==> config.mk <==
export PLATFORM = sky130hd
export DESIGN_NAME = ball_motion_ctrl
export DESIGN_NICKNAME = d
export VERILOG_FILES = /design/src/rtl/ball_pkg.sv /design/src/rtl/rising_edge_detect.sv /design/src/rtl/ball_motion_ctrl.sv
export SDC_FILE = /design/constraint.sdc
export NUM_CORES = 1
export LEC_CHECK = 0
export CAP_MARGIN = 20
export CORE_UTILIZATION = 35
export CTS_CLUSTER_DIAMETER = 150
export DETAILED_ROUTE_END_ITERATION = 8
export HOLD_SLACK_MARGIN = 0.05
export PLACE_DENSITY = 0.59
export SLEW_MARGIN = 15
export SYNTH_ARGS = -nofsm -noshare
export SYNTH_HDL_FRONTEND = slang
export SYNTH_SLANG_ARGS = --single-unit
==> constraint.sdc <==
create_clock -name i_clk -period 2.9 [get_ports i_clk]
set_input_delay 0.29 -clock i_clk [delete_from_list [all_inputs] [get_ports i_clk]]
set_output_delay 0.29 -clock i_clk [all_outputs]
set_load 0.005 [all_outputs]
==> src/rtl/ball_pkg.sv <==
// ball_pkg: shared types, constants and the per-axis step helper for the
// ball motion sequencer.
//   ball_state_t : update sequencer states (IDLE, STEP_X, STEP_Y, DONE)
//   SCREEN_W/H   : active raster size in pixels / lines
//   POS_W        : width of a position coordinate
//   axis_step()  : one frame of motion along a single axis with wall bounce
package ball_pkg;

  localparam int SCREEN_W = 640;
  localparam int SCREEN_H = 480;
  localparam int POS_W    = 10;

  typedef enum logic [1:0] {
    IDLE,
    STEP_X,
    STEP_Y,
    DONE
  } ball_state_t;

  typedef struct packed {
    logic [POS_W-1:0] pos;
    logic             dir;   // 0 = increasing coordinate, 1 = decreasing
    logic             hit;
  } axis_step_t;

  // Arithmetic is carried out on 11 bits so that pos + speed cannot wrap and
  // the clamp comparisons are exact. At most one direction flip per call.
  function automatic axis_step_t axis_step(
    input logic [POS_W-1:0] pos,
    input logic             dir,
    input logic [10:0]      speed,
    input logic [10:0]      lim
  );
    axis_step_t  r;
    logic [10:0] p;
    p     = {1'b0, pos};
    r.pos = pos;
    r.dir = dir;
    r.hit = 1'b0;
    if (!dir) begin
      if (p + speed >= lim) begin
        r.pos = lim[POS_W-1:0];
        r.dir = 1'b1;
        r.hit = 1'b1;
      end else begin
        r.pos = POS_W'(p + speed);
      end
    end else begin
      if (p <= speed) begin
        r.pos = '0;
        r.dir = 1'b0;
        r.hit = 1'b1;
      end else begin
        r.pos = POS_W'(p - speed);
      end
    end
    return r;
  endfunction

endpackage

==> src/rtl/rising_edge_detect.sv <==
// rising_edge_detect: single-cycle pulse on a rising edge of i_sig.
//   i_clk   : clock
//   i_rst   : asynchronous active-high reset
//   i_sig   : level input (already synchronous to i_clk)
//   o_pulse : high for the cycle in which i_sig is 1 and was 0 last cycle
// After reset the detector only arms once i_sig has been sampled low, so a
// level that is already high while reset is released never produces a pulse.
module rising_edge_detect (
  input  logic i_clk,
  input  logic i_rst,
  input  logic i_sig,
  output logic o_pulse
);

  logic sig_q;
  logic armed_q;

  always_ff @(posedge i_clk or posedge i_rst) begin
    if (i_rst) begin
      sig_q   <= 1'b0;
      armed_q <= 1'b0;
    end else begin
      sig_q <= i_sig;
      if (!i_sig) begin
        armed_q <= 1'b1;
      end
    end
  end

  assign o_pulse = i_sig & ~sig_q & armed_q;

endmodule

==> src/rtl/ball_motion_ctrl.sv <==
// ball_motion_ctrl: per-frame motion sequencer for one square ball.
// On each vsync rising edge: step X (bounce on left/right wall), step Y
// (bounce on top/bottom wall), then publish hit pulses and a frame count.
//   i_clk, i_rst      : pixel clock, asynchronous active-high reset
//   i_vsync           : vsync level from the sync generator
//   o_ball_x/o_ball_y : ball top-left corner
//   o_busy            : update sequence in progress
//   o_frame_done      : one-cycle pulse when an update completes
//   o_hit_x/o_hit_y   : wall-hit pulses, coincident with o_frame_done
//   o_frame_cnt       : completed updates, wrapping
//   i_pause           : only with BALL_MOTION_PAUSE_EN; a vsync edge seen
//                       while high is consumed without an update
module ball_motion_ctrl
  import ball_pkg::*;
#(
  parameter int H_ACTIVE  = SCREEN_W,
  parameter int V_ACTIVE  = SCREEN_H,
  parameter int BALL_SIZE = 4,
  parameter int X_INIT    = 128,
  parameter int Y_INIT    = 128,
  parameter int SPEED_X   = 2,
  parameter int SPEED_Y   = 2
) (
  input  logic             i_clk,
  input  logic             i_rst,
  input  logic             i_vsync,
  output logic [POS_W-1:0] o_ball_x,
  output logic [POS_W-1:0] o_ball_y,
  output logic             o_busy,
  output logic             o_frame_done,
  output logic             o_hit_x,
  output logic             o_hit_y,
  output logic [15:0]      o_frame_cnt
`ifdef BALL_MOTION_PAUSE_EN
  ,
  input  logic             i_pause
`endif
);

  localparam logic [10:0] X_MAX = 11'(H_ACTIVE - BALL_SIZE);
  localparam logic [10:0] Y_MAX = 11'(V_ACTIVE - BALL_SIZE);
  localparam logic [10:0] SPX   = 11'(SPEED_X);
  localparam logic [10:0] SPY   = 11'(SPEED_Y);

  ball_state_t      state_q, state_d;
  logic [POS_W-1:0] x_q, x_d, y_q, y_d;
  logic             dir_x_q, dir_x_d, dir_y_q, dir_y_d;
  logic             hit_x_q, hit_x_d, hit_y_q, hit_y_d;
  logic [15:0]      cnt_q, cnt_d;
  logic             start;
  logic             go;
  axis_step_t       step_x, step_y;

  rising_edge_detect u_vsync_edge (
    .i_clk   (i_clk),
    .i_rst   (i_rst),
    .i_sig   (i_vsync),
    .o_pulse (start)
  );

`ifdef BALL_MOTION_PAUSE_EN
  assign go = start & ~i_pause;
`else
  assign go = start;
`endif

  // State register
  always_ff @(posedge i_clk or posedge i_rst) begin
    if (i_rst) begin
      state_q <= IDLE;
    end else begin
      state_q <= state_d;
    end
  end

  // Next-state logic; edges arriving outside IDLE are dropped, not queued
  always_comb begin
    state_d = state_q;
    case (state_q)
      IDLE:    if (go) state_d = STEP_X;
      STEP_X:  state_d = STEP_Y;
      STEP_Y:  state_d = DONE;
      DONE:    state_d = IDLE;
      default: state_d = IDLE;
    endcase
  end

  // Output logic
  always_comb begin
    o_busy       = (state_q != IDLE);
    o_frame_done = (state_q == DONE);
    o_hit_x      = (state_q == DONE) & hit_x_q;
    o_hit_y      = (state_q == DONE) & hit_y_q;
  end

  // Datapath
  assign step_x = axis_step(x_q, dir_x_q, SPX, X_MAX);
  assign step_y = axis_step(y_q, dir_y_q, SPY, Y_MAX);

  always_comb begin
    x_d     = x_q;
    y_d     = y_q;
    dir_x_d = dir_x_q;
    dir_y_d = dir_y_q;
    hit_x_d = hit_x_q;
    hit_y_d = hit_y_q;
    cnt_d   = cnt_q;
    case (state_q)
      IDLE: begin
        if (go) begin
          hit_x_d = 1'b0;
          hit_y_d = 1'b0;
        end
      end
      STEP_X: begin
        x_d     = step_x.pos;
        dir_x_d = step_x.dir;
        hit_x_d = step_x.hit;
      end
      STEP_Y: begin
        y_d     = step_y.pos;
        dir_y_d = step_y.dir;
        hit_y_d = step_y.hit;
      end
      DONE:    cnt_d = cnt_q + 16'd1;
      default: ;
    endcase
  end

  always_ff @(posedge i_clk or posedge i_rst) begin
    if (i_rst) begin
      x_q     <= POS_W'(X_INIT);
      y_q     <= POS_W'(Y_INIT);
      dir_x_q <= 1'b0;
      dir_y_q <= 1'b0;
      hit_x_q <= 1'b0;
      hit_y_q <= 1'b0;
      cnt_q   <= '0;
    end else begin
      x_q     <= x_d;
      y_q     <= y_d;
      dir_x_q <= dir_x_d;
      dir_y_q <= dir_y_d;
      hit_x_q <= hit_x_d;
      hit_y_q <= hit_y_d;
      cnt_q   <= cnt_d;
    end
  end

  assign o_ball_x    = x_q;
  assign o_ball_y    = y_q;
  assign o_frame_cnt = cnt_q;

endmodule
# Word-level counts from Yosys, hierarchy flattened

Cells that the tools add are included.

$add $sub $neg: 5
Magnitude comparators: 4
Equal/unequal tests: 4
Multiplexer cells: 15
Bitwise logic cells: 5
Reduce and logical (&&, ||, !) cells: 6

Operator list:

| kind                  | count |
|---|---|
| $mux 10               | 4 |
| $mux 12               | 2 |
| $add 10x2->11 const B | 2 |
| $le 10x2->1 const B   | 2 |
| $sub 10x2->10 const B | 2 |
| $add 16x1->16 const B | 1 |
| $ge 11x10->1 const B  | 1 |
| $ge 11x9->1 const B   | 1 |
| $mux 2                | 5 |
| $pmux 2 s4            | 1 |
| $reduce_bool 2->1     | 3 |
| $and 1x1->1           | 4 |
| $eq 2x2->1 const B    | 2 |
| $pmux 1 s2            | 2 |
| $reduce_and 2->1      | 2 |
| $eq 2x1->1 const B    | 1 |
| $logic_not 2->1       | 1 |
| $ne 2x2->1 const B    | 1 |
| $mux 1                | 1 |
| $not 1->1             | 1 |

Flip-flop bits (word level): 44
Input bits: 3
Output and inout bits: 40
Logic and storage cells: 49

# Logic depth before layout (Yosys ltp)

Word-level depth: 5
Gate-level depth with buffers: 9
Gate-level depth less buffers: 7

# Cells and area by module

A second synthesis with hierarchy kept.

Cells, all modules: 339
Area total of the unflattened synthesis: 2955.3 um2

By module, submodules not included:

| module             | times used | cells each | area each (um2) | sequential area each (um2) |
|---|---|---|---|---|
| ball_motion_ctrl   | 1          | 334        | 2886.5          | 1003.5 |
| rising_edge_detect | 1          | 5          | 68.8            | 50.0 |

# Least setup slack after synthesis

No wires, ideal clock.

Kind: register to register
Start: register x_q[2] (netlist: o_ball_x[2])
End: register x_q[7] (netlist: o_ball_x[7])
Library setup time: 0.078 ns
Arrival: 2.105 ns
Data required time: 2.822 ns
Path slack: 0.716 ns
Stages on the path, launching flop included: 9
Buffers on the path: 1
Clock period less this slack: 2.184 ns
Path through: dfrtp_1 > clkbuf_1 > inv_1 > ha_1 > or3b_2 > nor3_1 > o31ai_1 > a32o_1 > a31o_2

Cells in the longest elaborated chain, start to end: 4
Elaborated cells between the ends (all ways): 7
Those cells by class: add/sub (2); order compare (2); mux (3)

Ends and longest elaborated chain:

| what                   | RTL line                | source |
|---|---|---|
| start, declared        | ball_motion_ctrl.sv:46  | `logic [POS_W-1:0] x_q, x_d, y_q, y_d;` |
| start signal, assigned | ball_motion_ctrl.sv:132 | `x_q <= POS_W'(X_INIT);` |
| $add 10x2->11          | ball_pkg.sv:46          | `r.pos = POS_W'(p + speed);` |
| $ge 11x10->1           | ball_pkg.sv:41          | `if (p + speed >= lim) begin` |
| $mux 10                | ball_pkg.sv:41          |  |
| $mux 12 (*)            | ball_pkg.sv:40          | `if (!dir) begin` |

Mark *: on every way between the ends. The rest lies on a longest branch, timed or not.
A chain may end at the register's enable or synchronous reset.

# Worst setup path after layout

Start: register x_q[1] (netlist: o_ball_x[1])
End: register x_q[2] (netlist: o_ball_x[2])

Same word-level chain as after synthesis.

==> results.yml <==
run_status:
  status: "complete, no violations"
place:
  place_hpwl_mm: 4.915
  gp_congestion: 0.8949
  dp_slack_ns: 0.5747
  place_area_mm2: 0.003406
  io_buffers: 40
synthesis:
  avgSynthCellArea_um2: 8.744
  netlist_area_mm2: 0.002955
  synth_compound_area_frac: 0.2367
  yosysTopAreaCellShare: 0.3387
  muxShareOfSynthArea: 0.02540
  synth_area_leaders: "dfrtp_1 34%, ha_1 5.1%, o21ai_0 4.9%"
  synth-xor-area-share: 0.05927
  synth_top_family_by_area: "compound AO/OA/AOI/OAI gates"
  synthAdderAreaFrac: 0.05080
  ys_ff_latch: 42
  ys.warnings.count: 0
  synth_top_area_cell: "dfrtp_1"
  synthDistinctLibCells: 63
  synth_edf_count: 0
  syn_inst: 338
  synth_seq_area_share: 0.3565
  yosys.area_share.simple: 0.2121
  synth_flop_cell: "dfrtp_1"
  synthArstFlopShare: 1.000
drt:
  drc: 0
  routedWlPerCell_um: 14.78
  via_per_inst: 5.564
  drt_iter0_drc: 149
  wl_mm: 6.977
  vias: 2626
  ant_nets: 0
  first_pass_iters: 4
worst_setup_path:
  cp_max_fo: 12
  cp.arrival_ns: 2.66
  critical_path_class: "register to register"
  required_ns: 3.06
  endpoint_kind: "register"
  start_kind: "register"
sta:
  finalMaxSlewViolations: 0
  finClkSkew_ns: 0.007527
  slew_headroom: 0.5626
  max_slew.worst_pin.slew_ns: 0.6395
  rsz0062_at_grt: "false"
  fmax_mhz: 400.0
  tns_ns: 0
  min_period_over_period: 0.8621
  setup_viol: 0
  hold_viol_final: 0
  period_needed_ns: 2.500
  fin_ws_ns: 0.4000
global_routing:
  grt.overflow.total: 0
  grt_max_degree: 43
  grt_usage: 0.1691
  grt_pass1_wl_mm: 11.67
  grt_pass1_vias: 2407
  antenna_found_initial: 0
cts:
  cts_resized: 0
  cts_tree: "yes"
  cts.sinks: 42
  clk_pin_slew_ns: 0.09
  cts_root_buf: "clkbuf_8"
  clk_path_buf_depth: 2
  clk_latency_ns: 0.30
  cts_hold_buf: 0
  cts_buffers: 5
  post-cts-setup-buffer-count: 0
  h-tree-depth: 2
floorplanning:
  io_pins: 43
  core_mm2: 0.008175
  die-area_mm2: 0.008815
  start_util: 0.3615
  die_h_um: 93.89
  rows: 33
  dieWidth_um: 93.89
hold_path:
  hold_path_class: "primary input to asynchronous set/reset pin"
power:
  max-vdd-ir-drop_mv: 0.4747
  p_leak_nw: 1.369
  pwr-share-comb: 0.482
  power_switching_mw: 1.094
  switching_share: 0.4342
  p_int_mw: 1.426
  power.share.clock: 0.152
  powerDensity_mw_per_mm2: 720.7
  power_frac_seq: 0.366
finish:
  num_antenna_cells: 0
  area_growth_pct: 18.29
  final_nets: 381
  drive_gt1_frac: 0.08174
  post-route-util: 0.4276
  n_fill_cell: 816
  final_cell_area_mm2: 0.003496
flow_run:
  drv_cap: 0
==> cell type report <==
| type | instances | area (um2) | share of cell area |
|---|---|---|---|
| clock buffers | 5 | 68.82 | 0.01969 |
| flip-flops and latches | 42 | 1054 | 0.3014 |
| inverters | 13 | 48.80 | 0.01396 |
| repair buffers | 45 | 437.9 | 0.1253 |
| well taps | 105 | 131.4 | 0.03758 |
| clock inverters | 3 | 21.27 | 0.006084 |
| multi-input cells | 259 | 1734 | 0.4961 |
==> cell families after synthesis <==
| group | after synthesis |
|---|---|
| multiplexers | 7 |
| buffers and inverters | 38 |
| adder cells (fa/ha/maj) | 12 |
| other | 1 |
| AO/OA/AOI/OAI | 98 |
| AND/OR/NAND/NOR | 120 |
| XOR/XNOR | 20 |
| flip-flops | 42 |
==> synth_stat cells, drive strengths merged (2+ instances only) <==
cell type   n
a211oi      3
a21boi      3
a21oi      14
a221o       2
a22o        3
a22oi       2
a2bb2oi     2
a311oi      4
a31o        2
a31oi       9
a32o        2
and2        3
and3        3
and4        6
buf        13
clkbuf     12
clkinv      2
dfrtp      40
dfstp       2
ha         12
inv        11
mux2        4
mux2i       3
nand2      30
nand2b      5
nand3      12
nand4       6
nor2       28
nor2b       2
nor3        8
nor3b       3
nor4        3
o21a        2
o21ai      31
o22ai       4
o31ai       4
o41ai       2
or3         4
or4         2
xnor2      13
xor2        7
==> through the flow <==
step	power [mW]	hold slack, ns	instances
floorplan	1.749	0.3214	339
global placement	2.119	0.4493	464
detailed placement	2.135	0.4521	464
CTS	2.531	0.4492	472
global route	2.751	0.4780	472
finish	2.520	0.4319	472
==> layer usage <==
metal  share of wire  track usage
met3           0.045      0.04854
met5               0            0
met1            0.50       0.2405
met2            0.44       0.2457
met4           0.013      0.05128
==> worst max-delay path, stage by stage, from the launching register on <==
cell	delay, ns
dfrtp_1	0.56
ha_1	0.33
nand4_1	0.19
a2111oi_0	0.63
a211oi_1	0.18
o21ai_1	0.17
buf_4	0.17
o221ai_1	0.14
==> power groups by stage <==
stage	clock network, mW	registers [mW]	logic (mW)
3_5_place_dp	0	0.927	1.21
2_1_floorplan	0	0.797	0.952
5_1_grt	0.435	0.950	1.37
4_1_cts	0.402	0.916	1.21
3_3_place_gp	0	0.918	1.20
6_report	0.383	0.922	1.21
==> path summary, 6_finish.rpt <==
check	startpoint	end	slack (ns)	cells past startpoint
worst max-delay path	o_ball_x[1]$_DFFE_PP0P_	o_ball_x[2]$_DFFE_PP0P_	0.40	7
worst max register to register	o_ball_x[1]$_DFFE_PP0P_	o_ball_x[2]$_DFFE_PP0P_	0.40	7
min in group i_clk	u_vsync_edge.armed_q$_DFFE_PP0N_	u_vsync_edge.armed_q$_DFFE_PP0N_	0.47	1
worst min register to register	u_vsync_edge.armed_q$_DFFE_PP0N_	u_vsync_edge.armed_q$_DFFE_PP0N_	0.47	1
max in group asynchronous	i_rst	o_ball_x[7]$_DFFE_PP1P_	2.08	3
worst min-delay path	i_rst	o_frame_cnt[15]$_DFFE_PP0P_	0.43	3
==> state kept, by name (all words and copies together), names as in the netlist, 2 cells and up <==
signal       flops
o_frame_cnt     16
o_ball_x         9
o_ball_y         9
state_q          2
==> placed cells by master (no fill, tap or decap), drive strengths merged, types with 5 or more instances in the layout <==
cell,count
nand2b,5
dfrtp,40
o21ai,31
clkbuf,5
nor3,8
ha,12
xor2,7
clkdlybuf4s50,40
nand4,6
nand2,30
a21oi,14
and4,6
a31oi,9
xnor2,13
nand3,12
buf,5
nor2,28
inv,11
Power figures use the tool's default switching activity.
